### src/rtl/pipe_pkg.sv
// ---------------------------------------------------------------------------
// pipe_pkg
// Shared definitions for the pipeline stage registers:
//   PIPE_PAYLOAD_W  default payload width (instruction + PC + PC+4)
//   PIPE_NOP_INSN   canonical NOP instruction (addi x0, x0, 0)
//   PIPE_BUBBLE     full-width bubble payload carrying the NOP
//   occ_e           occupancy encoding of a stage (EMPTY / FULL / SKID)
//   occ_of()        maps the two entry valid bits onto occ_e
// ---------------------------------------------------------------------------
package pipe_pkg;

    localparam int PIPE_PAYLOAD_W = 96;

    localparam logic [31:0] PIPE_NOP_INSN = 32'h0000_0013;

    localparam logic [PIPE_PAYLOAD_W-1:0] PIPE_BUBBLE = {PIPE_NOP_INSN, 64'h0000_0000_0000_0000};

    typedef enum logic [1:0] {
        OCC_EMPTY = 2'd0,
        OCC_FULL  = 2'd1,
        OCC_SKID  = 2'd2
    } occ_e;

    // The skid entry is only ever valid while the main entry is valid,
    // so the two valid bits fully determine the stage state.
    function automatic occ_e occ_of(input logic main_v, input logic skid_v);
        occ_e occ;
        if (main_v && skid_v) begin
            occ = OCC_SKID;
        end else if (main_v) begin
            occ = OCC_FULL;
        end else begin
            occ = OCC_EMPTY;
        end
        return occ;
    endfunction

endpackage

### src/rtl/pipe_skid_entry.sv
// ---------------------------------------------------------------------------
// pipe_skid_entry
// One payload entry: a valid bit plus a DATA_W data register.
// Priority: clear > load > drop > hold.
//   clk, rst_n  clock, asynchronous active-low reset (valid=0, q=FLUSH_VAL)
//   clear       valid<=0, q<=FLUSH_VAL
//   load        valid<=1, q<=d
//   drop        valid<=0, q keeps its value (empty stage shows last data)
//   d           data to load
//   valid, q    registered entry contents
// ---------------------------------------------------------------------------
module pipe_skid_entry
    import pipe_pkg::*;
#(
    parameter int                DATA_W    = PIPE_PAYLOAD_W,
    parameter logic [DATA_W-1:0] FLUSH_VAL = {DATA_W{1'b0}}
) (
    input  logic              clk,
    input  logic              rst_n,
    input  logic              clear,
    input  logic              load,
    input  logic              drop,
    input  logic [DATA_W-1:0] d,
    output logic              valid,
    output logic [DATA_W-1:0] q
);

    // Entry register: async reset, then clear/load/drop/hold in priority order.
    always_ff @(posedge clk or negedge rst_n) begin
        if (!rst_n) begin
            valid <= 1'b0;
            q     <= FLUSH_VAL;
        end else if (clear) begin
            valid <= 1'b0;
            q     <= FLUSH_VAL;
        end else if (load) begin
            valid <= 1'b1;
            q     <= d;
        end else if (drop) begin
            valid <= 1'b0;
        end else begin
            valid <= valid;
            q     <= q;
        end
    end

endmodule

### src/rtl/pipe_stage_reg.sv
// ---------------------------------------------------------------------------
// pipe_stage_reg
// Parametrised pipeline stage register with valid/ready handshake,
// synchronous flush, external stall and optional two-entry skid buffer.
//   clk, rst_n           clock, asynchronous active-low reset
//   flush                discard all held entries (wins over any transfer)
//   stall                acts exactly like out_ready=0
//   in_valid/in_ready    upstream handshake; in_data upstream payload
//   out_valid/out_ready  downstream handshake; out_data main entry payload
//   occupancy            registered count of held entries (0..2)
// SKID_EN=1: in_ready is registered (ready path broken between stages).
// SKID_EN=0: single entry, in_ready combinational from out_ready/stall.
// ---------------------------------------------------------------------------
module pipe_stage_reg
    import pipe_pkg::*;
#(
    parameter int                DATA_W    = PIPE_PAYLOAD_W,
    parameter logic [DATA_W-1:0] FLUSH_VAL = {DATA_W{1'b0}},
    parameter bit                SKID_EN   = 1'b1
) (
    input  logic              clk,
    input  logic              rst_n,
    input  logic              flush,
    input  logic              stall,
    input  logic              in_valid,
    output logic              in_ready,
    input  logic [DATA_W-1:0] in_data,
    output logic              out_valid,
    input  logic              out_ready,
    output logic [DATA_W-1:0] out_data,
    output logic [1:0]        occupancy
);

    logic              main_v_s;
    logic [DATA_W-1:0] main_q_s;
    logic              skid_v_s;
    logic [DATA_W-1:0] skid_q_s;
    logic              in_ready_s;
    logic              in_fire_s;
    logic              out_fire_s;
    occ_e              state_s;
    occ_e              next_s;
    logic              main_load_s;
    logic              main_drop_s;
    logic [DATA_W-1:0] main_d_s;
    logic              skid_load_s;
    logic              skid_drop_s;
    // in_ready_r is 0 through reset; in no-skid mode it only gates in_ready
    // until the first edge after reset release.
    logic              in_ready_r;
    logic [1:0]        occ_r;

    assign out_fire_s = main_v_s & out_ready & ~stall;
    assign in_fire_s  = in_valid & in_ready_s;
    assign state_s    = occ_of(main_v_s, skid_v_s);

    pipe_skid_entry #(
        .DATA_W    (DATA_W),
        .FLUSH_VAL (FLUSH_VAL)
    ) u_main (
        .clk   (clk),
        .rst_n (rst_n),
        .clear (flush),
        .load  (main_load_s),
        .drop  (main_drop_s),
        .d     (main_d_s),
        .valid (main_v_s),
        .q     (main_q_s)
    );

    generate
        if (SKID_EN) begin : g_skid
            pipe_skid_entry #(
                .DATA_W    (DATA_W),
                .FLUSH_VAL (FLUSH_VAL)
            ) u_skid (
                .clk   (clk),
                .rst_n (rst_n),
                .clear (flush),
                .load  (skid_load_s),
                .drop  (skid_drop_s),
                .d     (in_data),
                .valid (skid_v_s),
                .q     (skid_q_s)
            );
            assign in_ready_s = in_ready_r;
        end else begin : g_noskid
            assign skid_v_s   = 1'b0;
            assign skid_q_s   = FLUSH_VAL;
            assign in_ready_s = in_ready_r & (~main_v_s | (out_ready & ~stall));
        end
    endgenerate

    // Next-state and entry control; flush overrides every transfer.
    always_comb begin
        next_s      = state_s;
        main_load_s = 1'b0;
        main_drop_s = 1'b0;
        main_d_s    = in_data;
        skid_load_s = 1'b0;
        skid_drop_s = 1'b0;
        if (flush) begin
            next_s = OCC_EMPTY;
        end else begin
            case (state_s)
                OCC_EMPTY: begin
                    if (in_fire_s) begin
                        main_load_s = 1'b1;
                        next_s      = OCC_FULL;
                    end else begin
                        next_s = OCC_EMPTY;
                    end
                end
                OCC_FULL: begin
                    if (in_fire_s && out_fire_s) begin
                        main_load_s = 1'b1;
                        next_s      = OCC_FULL;
                    end else if (in_fire_s && SKID_EN) begin
                        skid_load_s = 1'b1;
                        next_s      = OCC_SKID;
                    end else if (out_fire_s) begin
                        main_drop_s = 1'b1;
                        next_s      = OCC_EMPTY;
                    end else begin
                        next_s = OCC_FULL;
                    end
                end
                OCC_SKID: begin
                    // in_ready is 0 here, so the skid entry simply moves up.
                    if (out_fire_s) begin
                        main_load_s = 1'b1;
                        main_d_s    = skid_q_s;
                        skid_drop_s = 1'b1;
                        next_s      = OCC_FULL;
                    end else begin
                        next_s = OCC_SKID;
                    end
                end
                default: begin
                    next_s = OCC_EMPTY;
                end
            endcase
        end
    end

    // Registered in_ready and occupancy, both derived from the next state.
    always_ff @(posedge clk or negedge rst_n) begin
        if (!rst_n) begin
            in_ready_r <= 1'b0;
            occ_r      <= 2'd0;
        end else begin
            in_ready_r <= (next_s != OCC_SKID);
            occ_r      <= next_s;
        end
    end

    assign in_ready  = in_ready_s;
    assign out_valid = main_v_s;
    assign out_data  = main_q_s;
    assign occupancy = occ_r;

endmodule

### config.mk
export PLATFORM = sky130hd
export DESIGN_NAME = pipe_stage_reg
export DESIGN_NICKNAME = d
export VERILOG_FILES = /design/src/rtl/pipe_pkg.sv /design/src/rtl/pipe_skid_entry.sv /design/src/rtl/pipe_stage_reg.sv
export SDC_FILE = /design/constraint.sdc
export NUM_CORES = 1
export LEC_CHECK = 0
export ABC_AREA = 0
export ABC_CLOCK_PERIOD_IN_PS = 2870
export BUFFER_PORTS_ARGS = -buffer_cell sky130_fd_sc_hd__buf_2
export CORE_ASPECT_RATIO = 1.4
export CORE_MARGIN = 2
export CORE_UTILIZATION = 45
export DETAILED_ROUTE_END_ITERATION = 8
export PLACE_DENSITY = 0.73
export SKIP_CTS_REPAIR_TIMING = 1
export SLEW_MARGIN = 15
export SYNTH_ARGS = -nofsm -noshare
export SYNTH_HDL_FRONTEND = slang
export SYNTH_HIERARCHICAL = 1
export SYNTH_SLANG_ARGS = --single-unit
### constraint.sdc
create_clock -name clk -period 2.87 [get_ports clk]
set_input_delay 0.7175 -clock clk [delete_from_list [all_inputs] [get_ports clk]]
set_output_delay 0.7175 -clock clk [all_outputs]
set_load 0.02 [all_outputs]
==> run summary <==
status = completed
combinational share of power = 11.6%
FMAX = 0.4606 GHz
Int Power = 4.480 mW
Critical Path Max Stage Delay = 410 ps
Tot GR Track Use = 18.58%
Worst Slack Setup Final = 698.7 ps
largest net degree at the start of global routing = 87
routed length per instance = 16.37 um
Routed Antenna Nets = 0
Syn Inst Count = 757
Max clock buf depth = 2
Least-Margin Pin Slew = 907.8 ps
Post-Syn Area = 0.009269 mm^2
top post-synthesis cells by area = dfrtp_1 (53%), mux2i_1 (21%), mux2_2 (9.5%), nor2_1 (7.8%), mux2_4 (2.9%)
Die Wd = 125.3 um
Post-synth top cells = dfrtp_1 (197), nor2_1 (193), mux2i_1 (192)
P per Cell Area = 543.1 mW/mm^2
final instance count without filler cells = 1208
worst reg2reg path endpoint = g_skid.u_skid/q[82]$_DFFE_PN0P_
CTS tree = done
Seq/Total Area, Yosys = 53.19%
Peak supply drop = 383.9 uV
EDFF count, synth = 0
Worst EP required = 3170 ps
Vias = 6165
layout cells sized above 1 = 36.38%
clock transition at the registers of the reported paths = 70 ps
post-synthesis net count = 860
most frequent cell after synthesis = dfrtp_1
first-pass GRT wire length = 32.83 mm
min cycle time layout = 2171 ps
total CTS buffers = 17
Avg Cell Area, Syn = 12.24 um^2
RSZ-0062 raised after global routing = no
clock root buffer = clkbuf_16
largest area contributor in the netlist = dfrtp_1
worst-path cell chain = buf_2 > and2b_1 > inv_1 > a221oi_4 > buf_12 > mux2i_1 > nor2_1
largest family of logic cells by synthesized area = multiplexers
antenna violations before repair = 1
slew margin rel. = 39.48%
Area Overhead vs Synth = 19.57%
vias in the first global route = 6450
flip-flop and latch count after synthesis = 197
XOR/XNOR share of the synthesized area = 0%
sequential power share = 48.5%
Worst R2R Start = u_main/valid$_DFFE_PN0P_
top cell type's share of synthesized area = 53.19%
Ports = 202
die area = 0.02178 mm^2
Total Wirelength = 19.77 mm
drt pass-1 iters = 4
core footprint = 0.02040 mm^2
Leak = 5.407 nW
DRT iter0 DRCs = 317
Unique masters post-synth = 26
vias per std cell = 5.103
Final Util = 54.32%
Tcrit/Tclk final = 75.65%
R2R setup slack = 760 ps
post-synthesis compound-gate area fraction = 0.4725%
pre-CTS setup slack = 268.2 ps
worst skew pair latency = 430 ps
WS Path Type = in -> reg
placed insts = 1175
crit end category = flip-flop
initial core utilization = 45.43%
dpl hpwl = 12.75 mm
WP data arrival = 2470 ps
Ys Warns = 6
Most used DFF post-synth = dfrtp_1
H-tree lvl count = 4
ys async rst share = 100.0%
post-synthesis mux area share = 33.13%
die height = 173.8 um
NumNets Final = 1041
Synth Area in Simple Gates = 8.720%
skew final = 10.30 ps
reg2reg path depth = 6
final setup violation count = 0
GP Congestion = 0.7404
Max Cap Viol = 0
max-slew violation count = 0
Num Clock Sinks = 197
adder-cell share of the synthesized area = 0.1350%
global route overflow = 0
worst-path cell with the longest stage delay = a221oi_4
Tot Pwr = 6.019 mW
final hold violation count = 0
Switch Pwr = 1.539 mW
Total Negative Setup Slacks = 0 ps
worst hold-check path type = in -> async
power share of the clock group = 40.0%
Std-Cell Rows = 62
worst-path fanout max = 58
startpoint types = input port
switching portion of total power = 25.56%
DRC viols = 0
buffers added on ports = 201
[layer usage]
layer | wire length [um] | GRT usage, % | up-vias
li1 | - | - | 2927
met1 | 9080 | 24.29 | 3066
met2 | 9448 | 30.50 | 148
met3 | 831 | 4.167 | 24
met4 | 412 | 6.620 | 0
met5 | 0 | 0 | -
[power groups by stage]
stage	Combinational (mW)	Clock [mW]	Sequential [mW]
2_1_floorplan	0.344	0	3.05
3_3_place_gp	0.697	0	2.97
3_5_place_dp	0.710	0	2.97
4_1_cts	0.711	2.48	2.92
5_1_grt	0.767	2.59	2.93
6_report	0.698	2.41	2.92
[sequential cells by signal, summed over array words and instances (netlist names)]
name	flops
g_skid.u_skid/q	96
u_main/q	96
occupancy	2
g_skid.u_skid/valid	1
in_ready	1
u_main/valid	1
[cell families after synthesis]
group                      after synthesis
and+or+nand+nor                        206
DFF                                    197
adders and majority gates                1
AOI/OAI and AO/OA                        7
buffers and inverters                   58
muxes                                  288
[metrics by stage]
step | cell area (um^2) | hold slack, ps
2_1_floorplan | 9269 | 421.9
3_3_place_gp | 10490 | 495.5
3_5_place_dp | 10490 | 505.5
4_1_cts | 11080 | 266.9
5_1_grt | 11080 | 287.6
6_report | 11080 | 268.2
[cell type report]
cell class,count,area (um^2)
fillers,1818,9319
multi-input cells,502,3966
flip-flops and latches,197,4930
inverters,4,15.01
diodes,1,2.502
well taps,256,320.3
clock buffers,19,442.9
clock inverters,13,147.6
repair buffers,216,1259
[worst max-delay path by stage]
stage	start	depth (start not counted)	end
after CTS	stall	7	u_main/q[88]$_DFFE_PN0P_
after floorplan	stall	8	u_main/q[71]$_DFFE_PN0P_
final	stall	7	u_main/q[88]$_DFFE_PN0P_
after detailed placement	stall	7	u_main/q[57]$_DFFE_PN0P_
after global routing	u_main/valid$_DFFE_PN0P_	6	g_skid.u_skid/q[82]$_DFFE_PN0P_
after global placement	stall	7	u_main/q[82]$_DFFE_PN0P_
[cell usage in the layout (no fill, tap or decap), types with 2 or more instances in the layout]
| cell | netlist | routed |
|---|---|---|
| inv_6 | 0 | 4 |
| mux2i_1 | 192 | 192 |
| and2b_1 | 2 | 2 |
| buf_12 | 0 | 10 |
| inv_1 | 4 | 4 |
| nor2_1 | 193 | 193 |
| buf_4 | 16 | 5 |
| dfrtp_1 | 197 | 197 |
| nand2b_1 | 3 | 3 |
| nand2_1 | 2 | 2 |
| mux2_2 | 78 | 78 |
| clkbuf_16 | 0 | 17 |
| clkinv_4 | 0 | 4 |
| buf_2 | 11 | 199 |
| clkbuf_8 | 0 | 2 |
| clkinv_2 | 0 | 2 |
| mux2_4 | 18 | 18 |
| bufinv_16 | 0 | 2 |
| a21oi_1 | 3 | 3 |
[critical path, delay by kind of cell]
kind / cells / cell delay [ps]
mux: 1 / 270
buf+inv: 3 / 620
simple gates: 2 / 370
compound gates: 1 / 410
No activity file was read; power rests on OpenSTA's default activity.
